$ cat src/rtl/fifo_wr_arb.sv
// Round-robin write arbiter that lets NREQ producers share one synchronous FIFO
// write port. The winner holds the port for up to BURST beats or until it drops
// valid. The grant then rotates, starting the search just after the last owner.
module fifo_wr_arb #(
  parameter int DW    = 8,
  parameter int NREQ  = 4,
  parameter int BURST = 4
) (
  input  logic                      clk,
  input  logic                      rst,
  input  logic [NREQ-1:0]           req_valid,
  input  logic [NREQ*DW-1:0]        req_data,
  output logic [NREQ-1:0]           req_ready,
  input  logic                      fifo_full,
  output logic                      fifo_wen,
  output logic [DW-1:0]             fifo_din,
  output logic [$clog2(NREQ)-1:0]   grant_id,
  output logic                      busy
);

  localparam int IW = $clog2(NREQ);

  typedef enum logic {IDLE, GRANT} state_t;

  state_t          state_reg;
  logic [IW-1:0]   grant_id_reg;
  logic [IW-1:0]   last_id_reg;
  logic [3:0]      beat_cnt_reg;
  logic            busy_reg;

  logic [IW-1:0]   next_id;
  logic            any_valid;
  logic [DW-1:0]   data_arr [NREQ];

  // Unpack the flat data bus and build the one-hot ready vector per requester.
  for (genvar gi = 0; gi < NREQ; gi++) begin : g_req
    assign data_arr[gi]  = req_data[gi*DW +: DW];
    assign req_ready[gi] = busy_reg & (grant_id_reg == IW'(gi)) & ~fifo_full;
  end

  // Round-robin search: first valid requester after last_id, wrapping mod NREQ.
  // Iterating from the farthest candidate down lets the nearest one win.
  always_comb begin
    next_id   = '0;
    any_valid = 1'b0;
    for (int k = NREQ; k >= 1; k--) begin
      if (req_valid[(int'(last_id_reg) + k) % NREQ]) begin
        next_id   = IW'((int'(last_id_reg) + k) % NREQ);
        any_valid = 1'b1;
      end
    end
  end

  // Arbitration FSM: IDLE picks a winner, GRANT counts beats and releases on
  // a full burst or when the owner drops valid. A full FIFO only stalls.
  always_ff @(posedge clk or posedge rst) begin
    if (rst) begin
      state_reg    <= IDLE;
      grant_id_reg <= '0;
      beat_cnt_reg <= '0;
      last_id_reg  <= IW'(NREQ - 1);
      busy_reg     <= 1'b0;
    end else begin
      case (state_reg)
        IDLE: begin
          beat_cnt_reg <= '0;
          if (any_valid) begin
            grant_id_reg <= next_id;
            state_reg    <= GRANT;
            busy_reg     <= 1'b1;
          end
        end
        GRANT: begin
          if (!req_valid[grant_id_reg]) begin
            last_id_reg <= grant_id_reg;
            state_reg   <= IDLE;
            busy_reg    <= 1'b0;
          end else if (!fifo_full) begin
            beat_cnt_reg <= beat_cnt_reg + 4'd1;
            if (beat_cnt_reg == 4'(BURST - 1)) begin
              last_id_reg <= grant_id_reg;
              state_reg   <= IDLE;
              busy_reg    <= 1'b0;
            end
          end
        end
        default: begin
          state_reg <= IDLE;
          busy_reg  <= 1'b0;
        end
      endcase
    end
  end

  // Write port is combinational from the current owner so a full flag blocks
  // the write in the same cycle it is seen.
  always_comb begin
    fifo_wen = busy_reg & req_valid[grant_id_reg] & ~fifo_full;
    fifo_din = busy_reg ? data_arr[grant_id_reg] : '0;
  end

  assign grant_id = grant_id_reg;
  assign busy     = busy_reg;

endmodule
$ cat config.mk
export PLATFORM = sky130hd
export DESIGN_NAME = fifo_wr_arb
export DESIGN_NICKNAME = d
export VERILOG_FILES = /design/src/rtl/fifo_wr_arb.sv
export SDC_FILE = /design/constraint.sdc
export NUM_CORES = 1
export LEC_CHECK = 0
export ABC_AREA = 0
export CORE_MARGIN = 4
export CORE_UTILIZATION = 38
export DETAILED_ROUTE_END_ITERATION = 16
export GPL_TIMING_DRIVEN = 0
export PLACE_DENSITY = 0.79
export SLEW_MARGIN = 20
export SYNTH_ARGS = -nofsm -noshare
export SYNTH_HDL_FRONTEND = slang
export SYNTH_SLANG_ARGS = --single-unit
$ cat constraint.sdc
create_clock -name clk -period 2.34 [get_ports clk]
set_clock_uncertainty 0.1 [all_clocks]
set_input_delay 0.468 -clock clk [delete_from_list [all_inputs] [get_ports clk]]
set_output_delay 0.468 -clock clk [all_outputs]
set_load 0.03 [all_outputs]
==> metrics.cfg, run 1 <==
[outcome]
outcome = completed

[routing]
drtIter0Drc = 40
dr.pass1.iters = 4
vias_per_cell = 5.322
drtAntennaViolNets = 0
drc = 0
routed-via-count = 926
wire_per_inst_um = 17.84
wl_um = 3104

[layout]
layout_commonest_cell = clkdlybuf4s50_1
drive_gt1_share_pct = 32.64
stdcell_count = 174
antenna_cells = 0
n_fill_cell = 218
largest_register_ff_count = 4
final_cell_mix = clkdlybuf4s50_1 (37), dfrtp_1 (8), mux4_2 (7), and2_1 (7), buf_4 (7)
fin_nets = 185
syn_to_final_growth_pct = 62.69

[cts]
cts_tree = yes
clk_latency_ns = 0.28
clk_pin_slew_ns = 0.07
cts_buffers = 3
htreeDepth = 1
cts_buffer_depth = 2
cts_root_buf = clkbuf_4
cts_sinks = 10

[placed_design]
placedCellCount = 166
post-dp-hpwl_um = 2423
gp_congestion = 0.7426
port_buffers = 54

[floorplanning]
io_pins = 55
dieWidth_um = 59.20
dieArea_um2 = 3504
initial_utilization_pct = 40.20
core_area_um2 = 2477
fp-row-count = 18
die_y_um = 59.20

[sta]
period_needed_ns = 2.339
rsz0062_at_grt = true
max_freq_ghz = 0.4275
worstMarginPinSlew_ns = 0.3817
slew_headroom_pct = 74.52
fin_hold_ws_ns = 0.3631
slew_violations = 0
final_hold_viol_count = 0
finalSetupViolations = 0
period_share_pct = 99.98

[yosys]
synthesis.nets = 122
synth_area_um2 = 996.0
yosysWarnings = 0
synth_top_area_share_pct = 20.10
synthTopCellsByArea = dfrtp_1 (20%), mux4_2 (11%), mux4_1 (11%), and2_1 (6.3%), dfstp_2 (5.3%)
ys_seq_elements = 10
yosys.area.top_type = dfrtp_1
post_synth.cell_area_avg_um2 = 12.15
yosysSeqAreaShare_pct = 25.38
ys_types = 39
synthesis.instances = 82

[global_route]
antenna_found_initial = 0
grt_pass1_wl_um = 4919
grt_max_degree = 11
gr-total-overflow = 0
grt.total_usage_pct = 19.16
first_global_vias = 1018

[setup_path]
crit_fanout = 5
critical_path_class = reg2out
r2r-start = grant_id[0]
cp.arrival_ns = 1.77
end_kind = primary output
startpoint = grant_id[0]
worstSetupEndpoint = fifo_din[6]
worstPathRequired_ns = 1.77
r2r.worst_path.cells = 6
start_kind = register
rrSetupSlack_ns = 0.56
timing.rr.end = beat_cnt_reg[2]

[power]
p_leak_nw = 0.7022
total_power_w = 0.001920
cellPowerDensity_nw_per_um2 = 1185
vdd_drop_max_mv = 0.8959

[run]
max_cap_viol_count = 0

[hold_path]
min_path_type = in2async

## cell type report
type,instances,area (um^2),area share (%)
Buffer,6,70.07,4.324
Clock buffer,4,36.28,2.239
Inverter,2,7.507,0.4633
Multi-Input combinational cell,64,676.9,41.78
Sequential cell,10,252.7,15.60
Tap cell,30,37.54,2.317
Timing Repair Buffer,58,539.3,33.28
## synth_stat cells (all sizes together)
master / number
a21boi: 1
a21oi: 2
o221ai: 1
xnor2: 2
dfstp: 2
and4b: 1
nand3b: 1
nor4: 1
a21o: 1
nor4b: 1
o21a: 2
nand3: 1
mux2i: 3
mux2: 4
nor3b: 3
a2bb2oi: 1
clkbuf: 4
o21ai: 2
a31oi: 1
nand2b: 4
buf: 2
nor3: 1
nor2: 3
or3: 1
mux4: 9
a211oi: 1
o31ai: 1
inv: 2
dfrtp: 8
and2: 10
ha: 1
and3b: 1
nor2b: 3
and3: 1
## what timing repair did
action,in CTS,in global routing
resized for setup,68,19
setup buffers,3,0
cloned,1,0
setup endpoints to repair,13,11
hold buffers,0,0
pin swaps,0,0
## logic make-up (layout without fill, tap and decap cells)
logic type / Yosys count / count (layout) / share of synthesized area, %
compound gates: 13 / 13 / 10.80
xor+xnor: 2 / 2 / 1.759
fa+ha+maj: 1 / 1 / 1.256
buf+inv: 8 / 70 / 6.658
flops: 10 / 10 / 25.38
mux: 16 / 16 / 30.53
simple gates: 32 / 32 / 23.62
## metal layers
metal	up-vias	part of all wire [%]	global-route usage, %
met1	424	42	23.37
met3	7	10	4.357
met2	59	45	31.51
met5	-	0	0
li1	436	-	-
met4	0	2.7	9.385
## how the worst min path moves through the flow
stage                     from               to  slack (ns)  depth (start not counted)
2_1_floorplan              rst  beat_cnt_reg[0]        0.21                          1
3_3_place_gp   beat_cnt_reg[1]  beat_cnt_reg[1]        0.46                          2
3_5_place_dp   beat_cnt_reg[1]  beat_cnt_reg[1]        0.47                          2
4_1_cts                    rst      grant_id[0]        0.38                          2
5_1_grt                    rst      grant_id[0]        0.39                          2
6_report                   rst  beat_cnt_reg[0]        0.36                          2
## per-stage QoR
stage | TNS, ns | setup slack [ns] | utilization (%) | instance area [um^2]
5_1_grt | -0.2816 | -0.08189 | 65.40 | 1620
3_3_place_gp | -4.217 | -0.5337 | 63.54 | 1574
4_1_cts | -0.1759 | -0.1759 | 65.76 | 1629
3_5_place_dp | -4.423 | -0.5347 | 63.54 | 1574
6_report | 0 | 0.0005579 | 65.40 | 1620
2_1_floorplan | 0 | 0.1470 | - | 996.0
## worst max-delay path, stage by stage, from the launching register on
cell	delay [ns]
dfrtp_1	0.39
buf_6	0.16
clkbuf_16	0.14
mux4_2	0.49
and2_4	0.17
buf_6	0.13
## power by group
| part | leakage (nW) | internal (W) | switching, W | total [W] |
|---|---|---|---|---|
| Clock | 0.0210 | 0.0000948 | 0.0000679 | 0.000163 |
| Combinational | 0.559 | 0.000758 | 0.000684 | 0.00144 |
| Sequential | 0.122 | 0.000254 | 0.0000617 | 0.000316 |
Power figures use the tool's default switching activity.
==> inputs of run 2 (changes only) <==
CAP_MARGIN = 25   (was not set)
CORE_ASPECT_RATIO = 2   (was not set)
==> metrics.cfg, run 2 (synthesis results as in run 1) <==
[sta]
rsz0062_at_grt = true  ; unchanged
slew_violations = 0  ; unchanged
finalSetupViolations = 0  ; unchanged
fin_hold_ws_ns = 0.4111  ; was 0.3631 ns
worstMarginPinSlew_ns = 0.3760  ; was 0.3817 ns
period_needed_ns = 2.307  ; was 2.339 ns
finalSetupTns_ns = 0  ; unchanged
period_share_pct = 98.58  ; was 99.98%
slew_headroom_pct = 74.70  ; was 74.52%
finalWorstSetupSlack_ns = 0.03318  ; was 0.0005579 ns
final_hold_viol_count = 0  ; unchanged
max_freq_ghz = 0.4335  ; was 0.4275 GHz

[setup_path]
rrSetupSlack_ns = 0.51  ; was 0.56 ns
start_kind = register  ; unchanged
r2r-start = grant_id[0]  ; unchanged
critical_path_class = reg2out  ; unchanged
worstPathRequired_ns = 1.77  ; about the same
end_kind = primary output  ; unchanged
cp.arrival_ns = 1.74  ; was 1.77 ns
crit_fanout = 8  ; was 5
r2r.worst_path.cells = 7  ; was 6
timing.rr.end = beat_cnt_reg[2]  ; unchanged

[routing]
drc = 0  ; unchanged
vias_per_cell = 5.402  ; was 5.322
wl_um = 2953  ; was 3104 um
drtAntennaViolNets = 0  ; unchanged
drtIter0Drc = 11  ; was 40
dr.pass1.iters = 3  ; was 4
wire_per_inst_um = 16.97  ; was 17.84 um
routed-via-count = 940  ; was 926

[global_route]
antenna_found_initial = 0  ; unchanged
gr-total-overflow = 0  ; unchanged
first_global_vias = 988  ; was 1018
grt_max_degree = 11  ; unchanged
grt_pass1_wl_um = 4547  ; was 4919 um
grt.total_usage_pct = 17.36  ; was 19.16%

[floorplanning]
initial_utilization_pct = 39.25  ; was 40.20%
io_pins = 55  ; unchanged
die_y_um = 80.40  ; was 59.20 um
core_area_um2 = 2537  ; was 2477 um^2
fp-row-count = 26  ; was 18
dieWidth_um = 44.20  ; was 59.20 um
dieArea_um2 = 3554  ; was 3504 um^2

[placed_design]
place_ws_ns = -0.5695  ; was -0.5347 ns
gp_congestion = 0.8161  ; was 0.7426
placedInstanceArea_um2 = 1572  ; was 1574 um^2
post-dp-hpwl_um = 2441  ; was 2423 um
port_buffers = 54  ; unchanged

[cts]
clk_latency_ns = 0.24  ; was 0.28 ns
cts_tree = yes  ; unchanged
cts_sinks = 10  ; unchanged
cts_buffers = 3  ; unchanged
clk_pin_slew_ns = 0.05  ; was 0.07 ns
htreeDepth = 1  ; unchanged
cts_root_buf = clkbuf_8  ; was clkbuf_4
cts_buffer_depth = 2  ; unchanged

[layout]
largest_register_ff_count = 4  ; unchanged
drive_gt1_share_pct = 29.45  ; was 32.64%
fin_nets = 187  ; was 185
layout_commonest_cell = clkdlybuf4s50_1  ; unchanged
antenna_cells = 0  ; unchanged
final_cell_mix = clkdlybuf4s50_1 (36), and2_1 (10), dfrtp_1 (8), buf_2 (7), buf_4 (7)  ; was clkdlybuf4s50_1 (37), dfrtp_1 (8), mux4_2 (7), and2_1 (7), buf_4 (7)
design_area_um2 = 1645  ; was 1620 um^2
syn_to_final_growth_pct = 65.20  ; was 62.69%

[hold_path]
min_path_type = in2async  ; unchanged

[power]
p_leak_nw = 0.7128  ; was 0.7022 nW
cellPowerDensity_nw_per_um2 = 1171  ; was 1185 nW/um^2
vdd_drop_max_mv = 0.6512  ; was 0.8959 mV

[outcome]
outcome = completed  ; unchanged

[run]
max_cap_viol_count = 0  ; unchanged

## run 2: how the worst max path moves through the flow
stage / from / to / slack [ns] / cells after the start
floorplan: grant_id[0] / req_ready[1] / 0.15 / 3
global placement: req_valid[3] / fifo_wen / -0.55 / 4
detailed placement: req_valid[3] / fifo_wen / -0.57 / 4
CTS: grant_id[0] / fifo_wen / -0.08 / 5
global route: grant_id[0] / fifo_wen / -0.01 / 5
finish: grant_id[0] / fifo_wen / 0.03 / 5
## run 2: layer usage
layer	part of all wire [%]	GRT usage [%]
met2	53	32.46
met3	11	4.036
met4	2.6	9.366
met1	34	16.24
met5	0	0
## run 2: final cells by class
class                      count  area (um^2)
timing repair buffer          60        548.0
buffer                         6        70.07
multi-input combinational     64        676.9
clock buffer                   4        55.05
sequential                    10        252.7
tap                           28        35.03
inverter                       2        7.507
fill                         229        892.1
## run 2: stage by stage
| step | power [W] | utilization, % | instances |
|---|---|---|---|
| 2_1_floorplan | 0.001256 | - | 82 |
| 3_3_place_gp | 0.001669 | 61.93 | 164 |
| 3_5_place_dp | 0.001696 | 61.93 | 164 |
| 4_1_cts | 0.001904 | 64.10 | 172 |
| 5_1_grt | 0.002048 | 64.84 | 174 |
| 6_report | 0.001927 | 64.84 | 174 |
## run 2: timing repair
| item | in CTS | in global routing |
|---|---|---|
| buffers inserted | 4 | 2 |
| setup endpoints to repair | 13 | 7 |
| hold buffers | 0 | 0 |
| resized for setup | 61 | 9 |
| pin swaps | 0 | 0 |
## run 2: power by group
| part | switching [W] | internal (W) | leakage [nW] | total, W |
|---|---|---|---|---|
| Clock | 0.0000641 | 0.000148 | 0.0288 | 0.000212 |
| Combinational | 0.000672 | 0.000725 | 0.562 | 0.00140 |
| Sequential | 0.0000624 | 0.000255 | 0.122 | 0.000318 |
| Total | 0.000798 | 0.00113 | 0.713 | 0.00193 |
## run 2: critical path, stage by stage, from the launching register on
cell     delay, ns
dfrtp_1       0.36
buf_6         0.15
buf_4         0.12
mux4_2        0.52
and3b_1       0.18
buf_2         0.17
==> RTL change 1 (config.mk and constraints of run 1) <==
One comparison of `beat_cnt_reg` changes from == to >=.
--- a/src/rtl/fifo_wr_arb.sv
+++ b/src/rtl/fifo_wr_arb.sv
@@ -77,7 +77,7 @@
             busy_reg    <= 1'b0;
           end else if (!fifo_full) begin
             beat_cnt_reg <= beat_cnt_reg + 4'd1;
-            if (beat_cnt_reg == 4'(BURST - 1)) begin
+            if (beat_cnt_reg >= 4'(BURST - 1)) begin
               last_id_reg <= grant_id_reg;
               state_reg   <= IDLE;
               busy_reg    <= 1'b0;
Check against the original RTL: same outputs for any inputs over 4 cycles, from zero or initial values and one cycle with rst high; that may be too few to reach the edited logic, so the function may still have changed.
==> RTL change 1 against run 1 <==
  * Largest cell class unchanged
  * Synthesized area is 5.8% lower
  * Sequential cell count stayed put
  * Final cell count stayed put
  * Total power is 5.8% lower
  * Sequential share of layout area is 0.63 points higher
  * Routed wire length is 8.7% lower
  * Worst setup slack better by 0.017 ns
  * Design area is 3.9% lower
==> RTL change 1: results (changes against run 1) <==
[status]
outcome = complete, no violations

[worst_setup_path]
cp_top_family = buffers and inverters
crit-reg2reg-capture = last_id_reg[0]$_DFFE_PP1P_
crit_end = fifo_wen
worst-r2r-cell-count = 5  ; -1
r2r_start = beat_cnt_reg[0]$_DFFE_PP0P_
cp_slowest_cell = clkdlybuf4s50_1
max_stage_delay_ns = 0.47  ; -0.02 ns
r2r_setup_slack_ns = 0.52  ; -0.04 ns
cp.arrival_ns = 1.75  ; -0.02 ns

[sta]
worst_pin_slew_ns = 0.505  ; +0.123 ns
whs_ns = 0.367  ; +0.00381 ns

[yosys]
synth_cell_types = 40  ; +2.6%
synth.area.top_cells = dfrtp_1, mux4_1, mux4_2, and2_1, dfstp_2
ys_seq_area_share_pct = 26.9  ; +1.6 points
synth_compound_area_share_pct = 13.2  ; +2.4 points
muxShareOfSynthArea_pct = 29.6  ; -0.93 points
synth_xor_area_share_pct = 0.933  ; -0.83 points
synth_commonest_cells = and2_1, dfrtp_1, o21ai_0

[final_layout]
final_nets = 187  ; +1.1%
fillers = 193  ; -11%
drive_gt1_share_pct = 26.0  ; -6.6 points

[routing]
wl_met2_um = 1340  ; -3.8%
wl_um = 2830  ; -8.7%
vias_per_cell = 5.39  ; +1.2%
wl_met3_um = 360  ; +12%
wl_per_cell_um = 16.3  ; -8.7%
initialDrtViolationCount = 23  ; -43%
wl_met1_um = 1120  ; -14%

[power_and_ir_drop]
ir_worst_vdd_uv = 818  ; -8.7%
power_leakage_nw = 0.673  ; -4.2%

[global_routing]
track_usage_pct = 17.4  ; -1.8 points
first_global_vias = 937  ; -8.0%
grt_pass1_wl_um = 4520  ; -8.1%

[place]
dpl.hpwl_um = 2270  ; -6.5%
place_area_mm2 = 0.00151  ; -3.8%
globalplace.congestion = 0.767  ; +3.2%

==> RTL change 1: kinds of logic after synthesis <==
| group | Yosys count |
|---|---|
| xor gates and xnor gates | 1 |
| buffers and inverters | 9 |
| and+or+nand+nor | 31 |
| adders and majority gates | 1 |
| AOI/OAI and AO/OA | 17 |
| muxes | 15 |
| DFF | 10 |
==> RTL change 1: timing repair <==
action                     CTS  global route
cloned                       1             0
setup buffers                2             2
hold buffers                 0             0
setup endpoints to repair   13             8
gates resized for setup     55            19
==> RTL change 1: through the flow <==
| stage | setup WS, ns | utilization (%) |
|---|---|---|
| detailed placement | -0.411 | 66.5 |
| global route | -0.00644 | 68.4 |
| global placement | -0.397 | 66.5 |
| CTS | -0.0663 | 68.2 |
| finish | 0.0171 | 68.4 |
| floorplan | 0.172 | - |
==> RTL change 1: area by class of cell <==
class	instances	share of cell area, %
multi-input cells	65	40.2
repair buffers	58	34.4
flip-flops and latches	10	16.2
plain buffers	6	3.86
clock buffers	4	2.33
well taps	28	2.25
inverters	3	0.723
==> RTL change 1: report_power, final <==
| group | internal [mW] | switching, mW |
|---|---|---|
| sequential | 0.254 | 0.0636 |
| combinational | 0.661 | 0.673 |
| clock | 0.0945 | 0.0620 |
| total | 1.01 | 0.799 |
==> RTL change 1: worst register-to-register path: stages (launching register included) <==
cell	delay, ns
dfrtp_1	0.41
ha_1	0.22
nor3_1	0.23
nor3b_1	0.10
a311oi_2	0.32
mux2_1	0.36
==> RTL change 1: per-layer routing <==
metal	global-route usage [%]	up-vias
li1	-	447
met1	20.0	441
met2	31.1	47
met3	5.57	2
met4	3.97	0
met5	0	-
==> RTL change 2 (flow settings as in run 1) <==
Without the edit above. The parameter `NREQ` goes from 4 to 8.
--- a/src/rtl/fifo_wr_arb.sv
+++ b/src/rtl/fifo_wr_arb.sv
@@ -3,7 +3,7 @@
 // valid. The grant then rotates, starting the search just after the last owner.
 module fifo_wr_arb #(
   parameter int DW    = 8,
-  parameter int NREQ  = 4,
+  parameter int NREQ  = 8,
   parameter int BURST = 4
 ) (
   input  logic                      clk,
Ports: changed (resized grant_id, req_data, req_ready and req_valid); port bits go from 55 to 96. The function was not compared with the original's and may differ.
==> RTL change 2 against run 1 <==
  * The run now ends with setup timing left
  * Design area is 110% higher
  * Final cell count increased by 120%
  * Synthesized cell count up 140%
  * Total power grew to 2.6 times the old value
  * Synthesized area grew 110%
  * Sequential power rose by 43%
  * Clock power is 39% higher
  * Sequential cell count increased by 2
  * Routed wire length up 140%
  * Worst setup slack worse by 0.64 ns
  * Count of clock-buffer cells in the layout is the same
  * Largest power group unchanged
  * Critical path type is now reg2reg
==> RTL change 2: results (changes against run 1) <==
[power_and_ir_drop]
ir_worst_vdd_uv = 814  ; -9.1%
p_seq_share_pct = 9.1  ; -7.3 points
intPower_mw = 2.73  ; +150%
power_leakage_nw = 1.37  ; +95%

[worst_setup_path]
cp_slowest_cell = dfstp_2
crit-reg2reg-capture = grant_id[0]$_DFFE_PP0P_
worst-r2r-cell-count = 9  ; +3

[sta]
slew_headroom_pct = 65.9  ; -8.7 points
setup_viol = 16  ; +16
setup_ws_ns = -0.643  ; -0.643 ns

[status]
violations = setup timing
outcome = finished, violations left

[final_layout]
fillers = 410  ; +88%
drive_gt1_share_pct = 35.7  ; +3.1 points
buffers = 131  ; +100%
inv_count = 8  ; +6
bufAreaShareNonClock_pct = 36.0  ; -1.6 points

[global_routing]
track_usage_pct = 20.9  ; +1.8 points
first_global_vias = 2175  ; +110%
met3_usage_pct = 2.99  ; -1.4 points
grt_max_degree = 13  ; +2

[yosys]
synth_compound_area_share_pct = 12.3  ; +1.5 points
syn_nets = 278  ; +130%
synth_cell_types = 46  ; +18%

[routing]
initialDrtViolationCount = 74  ; +85%
wl_um = 7350  ; +140%
wl_met2_um = 4060  ; +190%

[place]
io_buffers = 93  ; +72%

[cts]
clockRootBuffer = clkbuf_8

-- RTL change 2: cell types whose count changed after synthesis, moves of 7 or more --
cell,run 1,this run
mux4_2,5,28
mux2i_1,3,17
nor2_1,3,17
nand2_1,0,11
clkbuf_1,1,9
and2_1,10,3
mux2_2,1,8
nor2b_1,3,10
-- RTL change 2: metrics by stage --
| stage | util [%] | std cells | power, mW | hold WS (ns) | setup slack (ns) |
|---|---|---|---|---|---|
| after floorplan | - | 200 | 3.05 | 0.231 | -0.589 |
| after global placement | 60.4 | 363 | 3.90 | 0.422 | -0.980 |
| after detailed placement | 60.4 | 363 | 3.95 | 0.426 | -1.00 |
| after CTS | 63.8 | 377 | 4.56 | 0.438 | -0.609 |
| after global routing | 66.4 | 389 | 5.28 | 0.478 | -0.750 |
| final | 66.4 | 389 | 4.98 | 0.433 | -0.643 |
